[src/rtl/div_seq.sv]
// -----------------------------------------------------------------------------
// div_seq : multi-cycle iterative integer divider for the ALU DIV/DIVU path.
//
// Restoring shift-subtract on operand magnitudes, one quotient bit per cycle,
// followed by a single sign-adjust cycle and a one-cycle Done pulse.
//   Q = quotient (LO), R = remainder (HI), Z = (Q == 0), V = INT_MIN / -1.
//
// Optional build macro: DIV_ZERO_FLAG_EN
//   defined   : adds output DZ; a zero divisor skips the CALC phase
//               (IDLE -> ADJ -> DONE) and sets DZ with the other results.
//   undefined : no DZ port; a zero divisor runs the full iteration count.
// Divide by zero always yields Q = all ones, R = dividend.
//
// Handshake: Start is sampled only while idle (Busy == 0). Once accepted,
// Busy stays high until and including the Done cycle; Start while Busy is
// dropped, never queued. Results are valid from the Done cycle on and hold
// until the next operation reaches its adjust cycle.
//
// o_dbg_state exposes the FSM state encoding for checkers.
// -----------------------------------------------------------------------------
module div_seq #(
   parameter int WIDTH = 32
) (
   input  logic             clk,
   input  logic             reset,
   input  logic             Start,
   input  logic             Sign,
   input  logic [WIDTH-1:0] A,
   input  logic [WIDTH-1:0] B,
   output logic             Busy,
   output logic             Done,
   output logic [WIDTH-1:0] Q,
   output logic [WIDTH-1:0] R,
   output logic             Z,
   output logic             V,
`ifdef DIV_ZERO_FLAG_EN
   output logic             DZ,
`endif
   output logic [1:0]       o_dbg_state
);

   // Counter width: enough bits to count 0..WIDTH-1.
   localparam int CW = (WIDTH > 1) ? $clog2(WIDTH) : 1;
   localparam logic [CW-1:0]    CNT_LAST = CW'(WIDTH - 1);
   localparam logic [WIDTH-1:0] INT_MIN  = {1'b1, {(WIDTH-1){1'b0}}};

   typedef enum logic [1:0] {
      S_IDLE = 2'd0,
      S_CALC = 2'd1,
      S_ADJ  = 2'd2,
      S_DONE = 2'd3
   } state_t;

   // ---------------------------------------------------------------------------
   // State and datapath registers
   // ---------------------------------------------------------------------------
   state_t           r_state;
   logic [CW-1:0]    r_cnt;
   logic [WIDTH-1:0] r_a;         // original dividend, returned as R on B == 0
   logic             r_b_zero;    // captured divisor was zero
   logic [WIDTH-1:0] r_div_mag;   // |B|
   logic [WIDTH-1:0] r_rem;       // partial remainder (magnitude)
   logic [WIDTH-1:0] r_quo;       // dividend shifting out / quotient shifting in
   logic             r_neg_q;     // quotient must be negated in ADJ
   logic             r_neg_r;     // remainder must be negated in ADJ
   logic             r_ovf;       // INT_MIN / -1 detected at capture

   // Registered results
   logic [WIDTH-1:0] r_q;
   logic [WIDTH-1:0] r_r;
   logic             r_z;
   logic             r_v;
`ifdef DIV_ZERO_FLAG_EN
   logic             r_dz;
`endif

   // ---------------------------------------------------------------------------
   // Combinational helpers
   // ---------------------------------------------------------------------------
   logic [WIDTH-1:0] w_a_mag;
   logic [WIDTH-1:0] w_b_mag;
   logic             w_b_zero;
   logic             w_ovf;
   logic             w_neg_q;
   logic             w_neg_r;
   logic [WIDTH:0]   w_shift;
   logic [WIDTH:0]   w_trial;
   logic             w_trial_neg;
   logic [WIDTH-1:0] w_rem_nxt;
   logic [WIDTH-1:0] w_quo_nxt;
   logic [WIDTH-1:0] w_q_fin;
   logic [WIDTH-1:0] w_r_fin;

   // Operand magnitudes and sign decisions, evaluated on the raw inputs so
   // they can be captured in the same cycle Start is accepted.  |INT_MIN|
   // wraps to INT_MIN itself, which is exactly 2^(WIDTH-1) read as unsigned.
   always_comb begin
      w_a_mag  = (Sign && A[WIDTH-1]) ? (~A + 1'b1) : A;
      w_b_mag  = (Sign && B[WIDTH-1]) ? (~B + 1'b1) : B;
      w_b_zero = (B == '0);
      w_neg_q  = Sign && (A[WIDTH-1] != B[WIDTH-1]);
      w_neg_r  = Sign && A[WIDTH-1];
      w_ovf    = Sign && (A == INT_MIN) && (B == '1);
   end

   // One restoring step: shift the next dividend bit into the remainder,
   // try subtracting the divisor, keep the difference only if non-negative.
   always_comb begin
      w_shift     = {r_rem, r_quo[WIDTH-1]};
      w_trial     = w_shift - {1'b0, r_div_mag};
      w_trial_neg = w_trial[WIDTH];
      w_rem_nxt   = w_trial_neg ? w_shift[WIDTH-1:0] : w_trial[WIDTH-1:0];
      w_quo_nxt   = {r_quo[WIDTH-2:0], ~w_trial_neg};
   end

   // Final sign adjustment; a zero divisor overrides the iterative result.
   // INT_MIN / -1 needs no special case: the magnitude quotient is 2^(WIDTH-1)
   // with equal operand signs, which already reads back as INT_MIN.
   always_comb begin
      if (r_b_zero) begin
         w_q_fin = '1;
         w_r_fin = r_a;
      end else begin
         w_q_fin = r_neg_q ? (~r_quo + 1'b1) : r_quo;
         w_r_fin = r_neg_r ? (~r_rem + 1'b1) : r_rem;
      end
   end

   // ---------------------------------------------------------------------------
   // FSM with datapath and result registers; reset dominates everything.
   // ---------------------------------------------------------------------------
   always_ff @(posedge clk) begin
      if (reset) begin
         r_state   <= S_IDLE;
         r_cnt     <= '0;
         r_a       <= '0;
         r_b_zero  <= 1'b0;
         r_div_mag <= '0;
         r_rem     <= '0;
         r_quo     <= '0;
         r_neg_q   <= 1'b0;
         r_neg_r   <= 1'b0;
         r_ovf     <= 1'b0;
         r_q       <= '0;
         r_r       <= '0;
         r_z       <= 1'b0;
         r_v       <= 1'b0;
`ifdef DIV_ZERO_FLAG_EN
         r_dz      <= 1'b0;
`endif
      end else begin
         case (r_state)
            S_IDLE: begin
               if (Start) begin
                  r_a       <= A;
                  r_b_zero  <= w_b_zero;
                  r_div_mag <= w_b_mag;
                  r_rem     <= '0;
                  r_quo     <= w_a_mag;
                  r_neg_q   <= w_neg_q;
                  r_neg_r   <= w_neg_r;
                  r_ovf     <= w_ovf;
                  r_cnt     <= '0;
`ifdef DIV_ZERO_FLAG_EN
                  r_state   <= w_b_zero ? S_ADJ : S_CALC;
`else
                  r_state   <= S_CALC;
`endif
               end
            end

            S_CALC: begin
               r_rem <= w_rem_nxt;
               r_quo <= w_quo_nxt;
               if (r_cnt == CNT_LAST) begin
                  r_cnt   <= '0;
                  r_state <= S_ADJ;
               end else begin
                  r_cnt   <= r_cnt + 1'b1;
               end
            end

            S_ADJ: begin
               r_q     <= w_q_fin;
               r_r     <= w_r_fin;
               r_z     <= (w_q_fin == '0);
               r_v     <= r_ovf;
`ifdef DIV_ZERO_FLAG_EN
               r_dz    <= r_b_zero;
`endif
               r_state <= S_DONE;
            end

            S_DONE: begin
               // Start is deliberately not looked at here.
               r_state <= S_IDLE;
            end

            default: begin
               r_state <= S_IDLE;
            end
         endcase
      end
   end

   // ---------------------------------------------------------------------------
   // Outputs: straight decodes of registered state and result registers.
   // ---------------------------------------------------------------------------
   assign Busy        = (r_state != S_IDLE);
   assign Done        = (r_state == S_DONE);
   assign Q           = r_q;
   assign R           = r_r;
   assign Z           = r_z;
   assign V           = r_v;
`ifdef DIV_ZERO_FLAG_EN
   assign DZ          = r_dz;
`endif
   assign o_dbg_state = r_state;

endmodule

[config.mk]
export PLATFORM = sky130hd
export DESIGN_NAME = div_seq
export DESIGN_NICKNAME = d
export VERILOG_FILES = /design/src/rtl/div_seq.sv
export SDC_FILE = /design/constraint.sdc
export NUM_CORES = 1
export LEC_CHECK = 0
export BUFFER_PORTS_ARGS = -buffer_cell sky130_fd_sc_hd__buf_4
export CORE_ASPECT_RATIO = 0.75
export CORE_UTILIZATION = 30
export CTS_CLUSTER_DIAMETER = 120
export CTS_CLUSTER_SIZE = 40
export DETAILED_ROUTE_END_ITERATION = 6
export GPL_TIMING_DRIVEN = 0
export PLACE_DENSITY_LB_ADDON = 0.12
export SETUP_SLACK_MARGIN = 0.3
export SLEW_MARGIN = 20
export SYNTH_ARGS = -nofsm -noshare
export SYNTH_HDL_FRONTEND = slang
export SYNTH_SLANG_ARGS = --single-unit
[constraint.sdc]
create_clock -name clk -period 3 [get_ports clk]
set_input_delay 0.3 -clock clk [delete_from_list [all_inputs] [get_ports clk]]
set_output_delay 0.3 -clock clk [all_outputs]
set_load 0.02 [all_outputs]
Yosys cells after proc, flatten, opt, wreduce, memory -nomap -nowiden. Cells that the tools add are included.

Equal/unequal tests: 9. $add $sub $neg: 6. $mul: 0. Div/mod/pow operators: 0. Bitwise gates (word level): 5. Multiplexer cells: 17. Reduce and logical (&&, ||, !) cells: 13. Shift operators: 0. Order comparisons: 0.

Operator list (number): 32-bit two-way mux (9); 32-bit by 1-bit adder with 32-bit output, second input constant (4); 32-bit NOT (4); 32-bit case mux with 2 select lines (2); 32-bit equality test, second input constant (2); 32-bit logical NOT (2); 33-bit by 32-bit subtractor with 33-bit output (1); 5-bit two-way mux (2); 5-bit case mux with 2 select lines (1); 2-bit case mux with 4 select lines (1); 2-bit AND reduction (3); 5-bit by 1-bit adder with 5-bit output, second input constant (1); 5-bit equality test, second input constant (1); 1-bit logical AND (5); 2-bit equality test, second input constant (2); 2-bit two-way mux (2); 2-bit inequality test, second input constant (2); 2-bit nonzero test (2); 2-bit by 1-bit equality test with 1-bit output, second input constant (1); 2-bit logical NOT (1); 1-bit inequality test (1); 1-bit NOT (1).

Bits in read-only memories: 0. Memories: 0. Input port bits: 68. RAM bits: 0. Register bits after elaboration: 205. Bits in latches: 0.

Longest topological paths before layout.
Word-level depth: 5. Depth in mapped cells: 13. Mapped depth without buffers: 12.

Least setup slack after synthesis. OpenSTA, ideal clock, no wires.

Path type: flip-flop to flip-flop. Start: register r_quo[31]. End: register r_rem[15]. Cell stages (with the launch flop): 14. Setup time: 0.079 ns. Arrival: 2.883 ns. Slack: 0.038 ns. Cell sequence: dfxtp_1 -> inv_1 -> ha_1 -> fa_1 -> nand2b_1 -> a21oi_1 -> o41a_1 -> o211ai_1 -> nand3b_1 -> xor2_1 -> clkbuf_1 -> nand2_1 -> mux2_2 -> o211ai_1.

Word-level cells in the longest chain between the ends: 3.

RTL lines: start: declaration (line 63) `logic [WIDTH-1:0] r_quo;`; start signal: assignment (line 159) `r_quo <= w_a_mag;`; start signal: assignment (line 174) `r_quo <= w_quo_nxt;`; 33-bit by 32-bit subtractor with 33-bit output (line 110) `w_trial = w_shift - {1'b0, r_div_mag};`; 32-bit two-way mux (line 112) `w_rem_nxt = w_trial_neg ? w_shift[WIDTH-1:0] : w_trial[WIDTH-1:0];`; 32-bit case mux with 2 select lines (line 152) `case (r_state)`; end signal: assignment (line 173) `r_rem <= w_rem_nxt;`; end: declaration (line 62) `logic [WIDTH-1:0] r_rem;`.

No other way between the ends. A chain may end at the register's enable or synchronous reset.

Worst setup path after layout.
Start: register r_quo[3]. End: register r_z (netlist: Z).

Word-level cells in the longest chain between the ends: 5.

RTL lines: 32-bit NOT (line 124) `w_q_fin = r_neg_q ? (~r_quo + 1'b1) : r_quo;`; 32-bit by 1-bit adder with 32-bit output (line 124); 32-bit two-way mux * (line 124); 32-bit two-way mux * (line 120) `if (r_b_zero) begin`; 32-bit logical NOT * (line 186) `r_z <= (w_q_fin == '0);`; end signal: assignment (line 186); end: declaration (line 71) `logic r_z;`.

Mark *: on every way between the ends. The rest lies on a longest branch, timed or not.

==> results.yml <==
outcome:
  outcome: "finished with violations"
  violations: "negative setup slack"
finish:
  register_area_mm2: 0.00417
  drive_gt1_frac: 0.210
  fill_cells: 4411
  finalNetCount: 1995
  multi_input_comb_area_mm2: 0.00880
  diodes: 0
  synthToLayoutAreaGrowth_pct: 28.4
routing:
  first_iter_violations: 1237
  finalWirelength_um: 50500
  dr.pass1.iters: 5
  wl_per_cell_um: 20.6
  vias: 13000
  ant_nets: 0
  vias_per_cell: 5.33
  drc: 0
cts:
  holdBufCountCts: 0
  clkSlewWorstSetupHoldPaths_ns: 0.16
  htreeDepth: 1
  root_buffer: "clkbuf_16"
  clockBufferDepth: 3
  cts_tree: "yes"
  cts_made_buffers: 10
  clkSinkCount: 205
  clkLatencyLatePin_ns: 0.52
synthesis:
  synth_top_family_by_area: "compound AO/OA/AOI/OAI gates"
  synth_seq_area_share: 0.322
  yosysWarnings: 0
  synth-xor-area-share: 0.0962
  async_reset_ff_frac: 0
  synth_compound_area_frac: 0.224
  synthSimpleGateAreaFrac: 0.221
  syn_nets: 1797
  netlist_area_mm2: 0.0127
  muxShareOfSynthArea: 0.0427
  ys_ff_latch: 205
  synth_edf_count: 0
  syn_area_per_cell_um2: 7.56
  synth_cell_types: 66
  syn_inst: 1685
  synth-main-ff-cell: "dfxtp_1"
  synth_adder_area_share: 0.0438
timing:
  rsz0062_at_grt: "true"
  tns_ns: -0.218
  setup_viol: 1
  tightest_slew_ns: 1.01
  worst_slack_ns: -0.218
  maxSlewViolCount: 0
  finalCritPeriodShare: 1.07
  hold_violations: 0
  period_needed_ns: 3.22
  holdWs_ns: 0.0477
  finClkSkew_ns: 0.0456
  clock.fmax_mhz: 311
  slew_headroom: 0.325
global_routing:
  grt_usage: 0.228
  grt_pass1_wl_um: 75600
  grt_max_degree: 41
  grt_remaining_overflow: 0
  antenna_found_initial: 0
  grt_pass1_vias: 12100
setup_path:
  cp.arrival_ns: 3.70
  crit_required_ns: 3.49
  criticalPathCategory: "reg2reg"
  end_kind: "flop"
  reg2reg_from: "r_quo[3]$_SDFFE_PP0P_"
  cp-endpoint: "Z$_SDFFE_PP0P_"
  timing.rr.end: "Z$_SDFFE_PP0P_"
  startpoint: "r_quo[3]$_SDFFE_PP0P_"
  rr_worst_depth: 10
  cp_max_fo: 6
  start_kind: "flop"
  reg2reg_slack_ns: -0.22
floorplanning:
  die_w_um: 240
  io_pins: 138
  die-area_mm2: 0.0433
  rows: 64
  start_util: 0.308
  core_area_mm2: 0.0413
  die_h_um: 181
placed_design:
  globalplace.congestion: 0.905
  numPortBuffers: 136
  dpl.hpwl_um: 39300
power_and_ir_drop:
  vdd_drop_max_uv: 404
  p_leak_uw: 0.00612
  power.density_mw_per_mm2: 720
run:
  max_cap_viol_count: 0
hold_path:
  hold_path.class: "in2reg"
[placed cells by master (no fill, tap or decap), types with 45 or more instances in the layout]
| cell type | count |
|---|---|
| o21ai_0 | 79 |
| nand2_1 | 278 |
| dfxtp_1 | 174 |
| a21oi_1 | 129 |
| xor2_1 | 60 |
| nor2_1 | 165 |
| inv_1 | 45 |
| xnor2_1 | 71 |
| a211oi_1 | 51 |
| mux2i_1 | 48 |
| clkbuf_1 | 66 |
| buf_4 | 178 |
[critical path, cell delays in order, from the launching register on]
cell	delay, ns
dfxtp_4	0.37
or4_4	0.53
buf_6	0.15
or3_4	0.36
o31ai_4	0.26
xnor2_2	0.14
nand4b_1	0.29
nor4b_2	0.34
nand4_1	0.19
nor4_4	0.36
a31o_1	0.19
[power breakdown]
group          internal, uW  switching, uW
combinational          2340           3860
clock                   736           1100
sequential             3250            496
total                  6330           5450
[state kept, by name, summed over array words and instances, names as in the netlist]
signal and flops:
Q 32, R 32, r_a 32, r_div_mag 32, r_quo 32, r_rem 32, r_cnt 5, o_dbg_state 2
V 1, Z 1, r_b_zero 1, r_neg_q 1, r_neg_r 1, r_ovf 1
[cell usage after synthesis (all sizes together), types with 4 or more instances]
library cell,number,share of area
a211oi,53,0.031
a21o,23,0.014
a21oi,137,0.054
a2bb2oi,6,0.0041
a311oi,12,0.0082
and2,10,0.0049
and3,6,0.0029
and4,5,0.0034
buf,23,0.010
clkbuf,84,0.025
dfxtp,205,0.32
ha,43,0.042
inv,53,0.016
mux2i,51,0.040
nand2,286,0.084
nand2b,18,0.0088
nand3,20,0.0079
nand4,18,0.0088
nor2,169,0.050
nor2b,7,0.0034
nor3,25,0.0098
nor4,13,0.0074
o211ai,10,0.0059
o21a,4,0.0024
o21ai,135,0.053
o31ai,27,0.017
o41ai,21,0.016
or2,7,0.0034
or3,17,0.0091
or4,13,0.0082
xnor2,73,0.050
xor2,67,0.046
[area by class of cell]
| class | instances | area share |
|---|---|---|
| clock buffer | 12 | 0.0171 |
| sequential | 205 | 0.255 |
| buffer | 107 | 0.0361 |
| tap | 561 | 0.0429 |
| multi-input combinational | 1320 | 0.538 |
| timing repair buffer | 186 | 0.0931 |
| clock inverter | 4 | 0.00535 |
| inverter | 53 | 0.0125 |
[kinds of logic after synthesis]
| group | count (synthesis) |
|---|---|
| compound gates | 457 |
| xor+xnor | 140 |
| fa+ha+maj | 44 |
| buf+inv | 160 |
| flops | 205 |
| mux | 54 |
| simple gates | 625 |
[metrics by stage]
step | util | cell area [um2] | std cells | total power (uW) | setup WS [ns]
detailed placement | 0.351 | 14500 | 2382 | 9060 | -0.718
global route | 0.396 | 16400 | 2448 | 12500 | -0.210
CTS | 0.385 | 15900 | 2434 | 11500 | -0.191
global placement | 0.351 | 14500 | 2382 | 9020 | -0.676
floorplan | - | 12800 | 1685 | 7220 | 0.302
finish | 0.396 | 16400 | 2448 | 11800 | -0.218
[timing repair]
action                                  4_1_cts  5_1_grt
buffers inserted                             32       14
gates resized for setup                     221       91
gates cloned                                  4        0
pin swaps                                    46       42
hold endpoints to repair                      0        0
endpoints found under the setup margin       58      115
[metal layers]
layer  routed length (um)  GRT usage  up-vias
met5                    0          0        -
met4                  541     0.0352        0
met3                 3340     0.0346       29
met2                19800      0.310      388
met1                26700      0.371     6324
li1                     -          -     6306
[worst min path at each step]
stage                                       endpoint  slack [ns]  cells past startpoint                  startpoint
after CTS                       r_a[24]$_SDFFE_PP0P_        0.03                      3                       A[24]
final                      r_div_mag[0]$_SDFFE_PP0P_        0.05                      3                        B[0]
after global routing            r_a[24]$_SDFFE_PP0P_        0.03                      3                       A[24]
after global placement    r_div_mag[17]$_SDFFE_PP0P_        0.44                      2  r_div_mag[17]$_SDFFE_PP0P_
after floorplan                 r_a[26]$_SDFFE_PP0P_        0.43                      2        r_a[26]$_SDFFE_PP0P_
after detailed placement        r_a[12]$_SDFFE_PP0P_        0.45                      2        r_a[12]$_SDFFE_PP0P_
(Power assumes the default switching activity.)
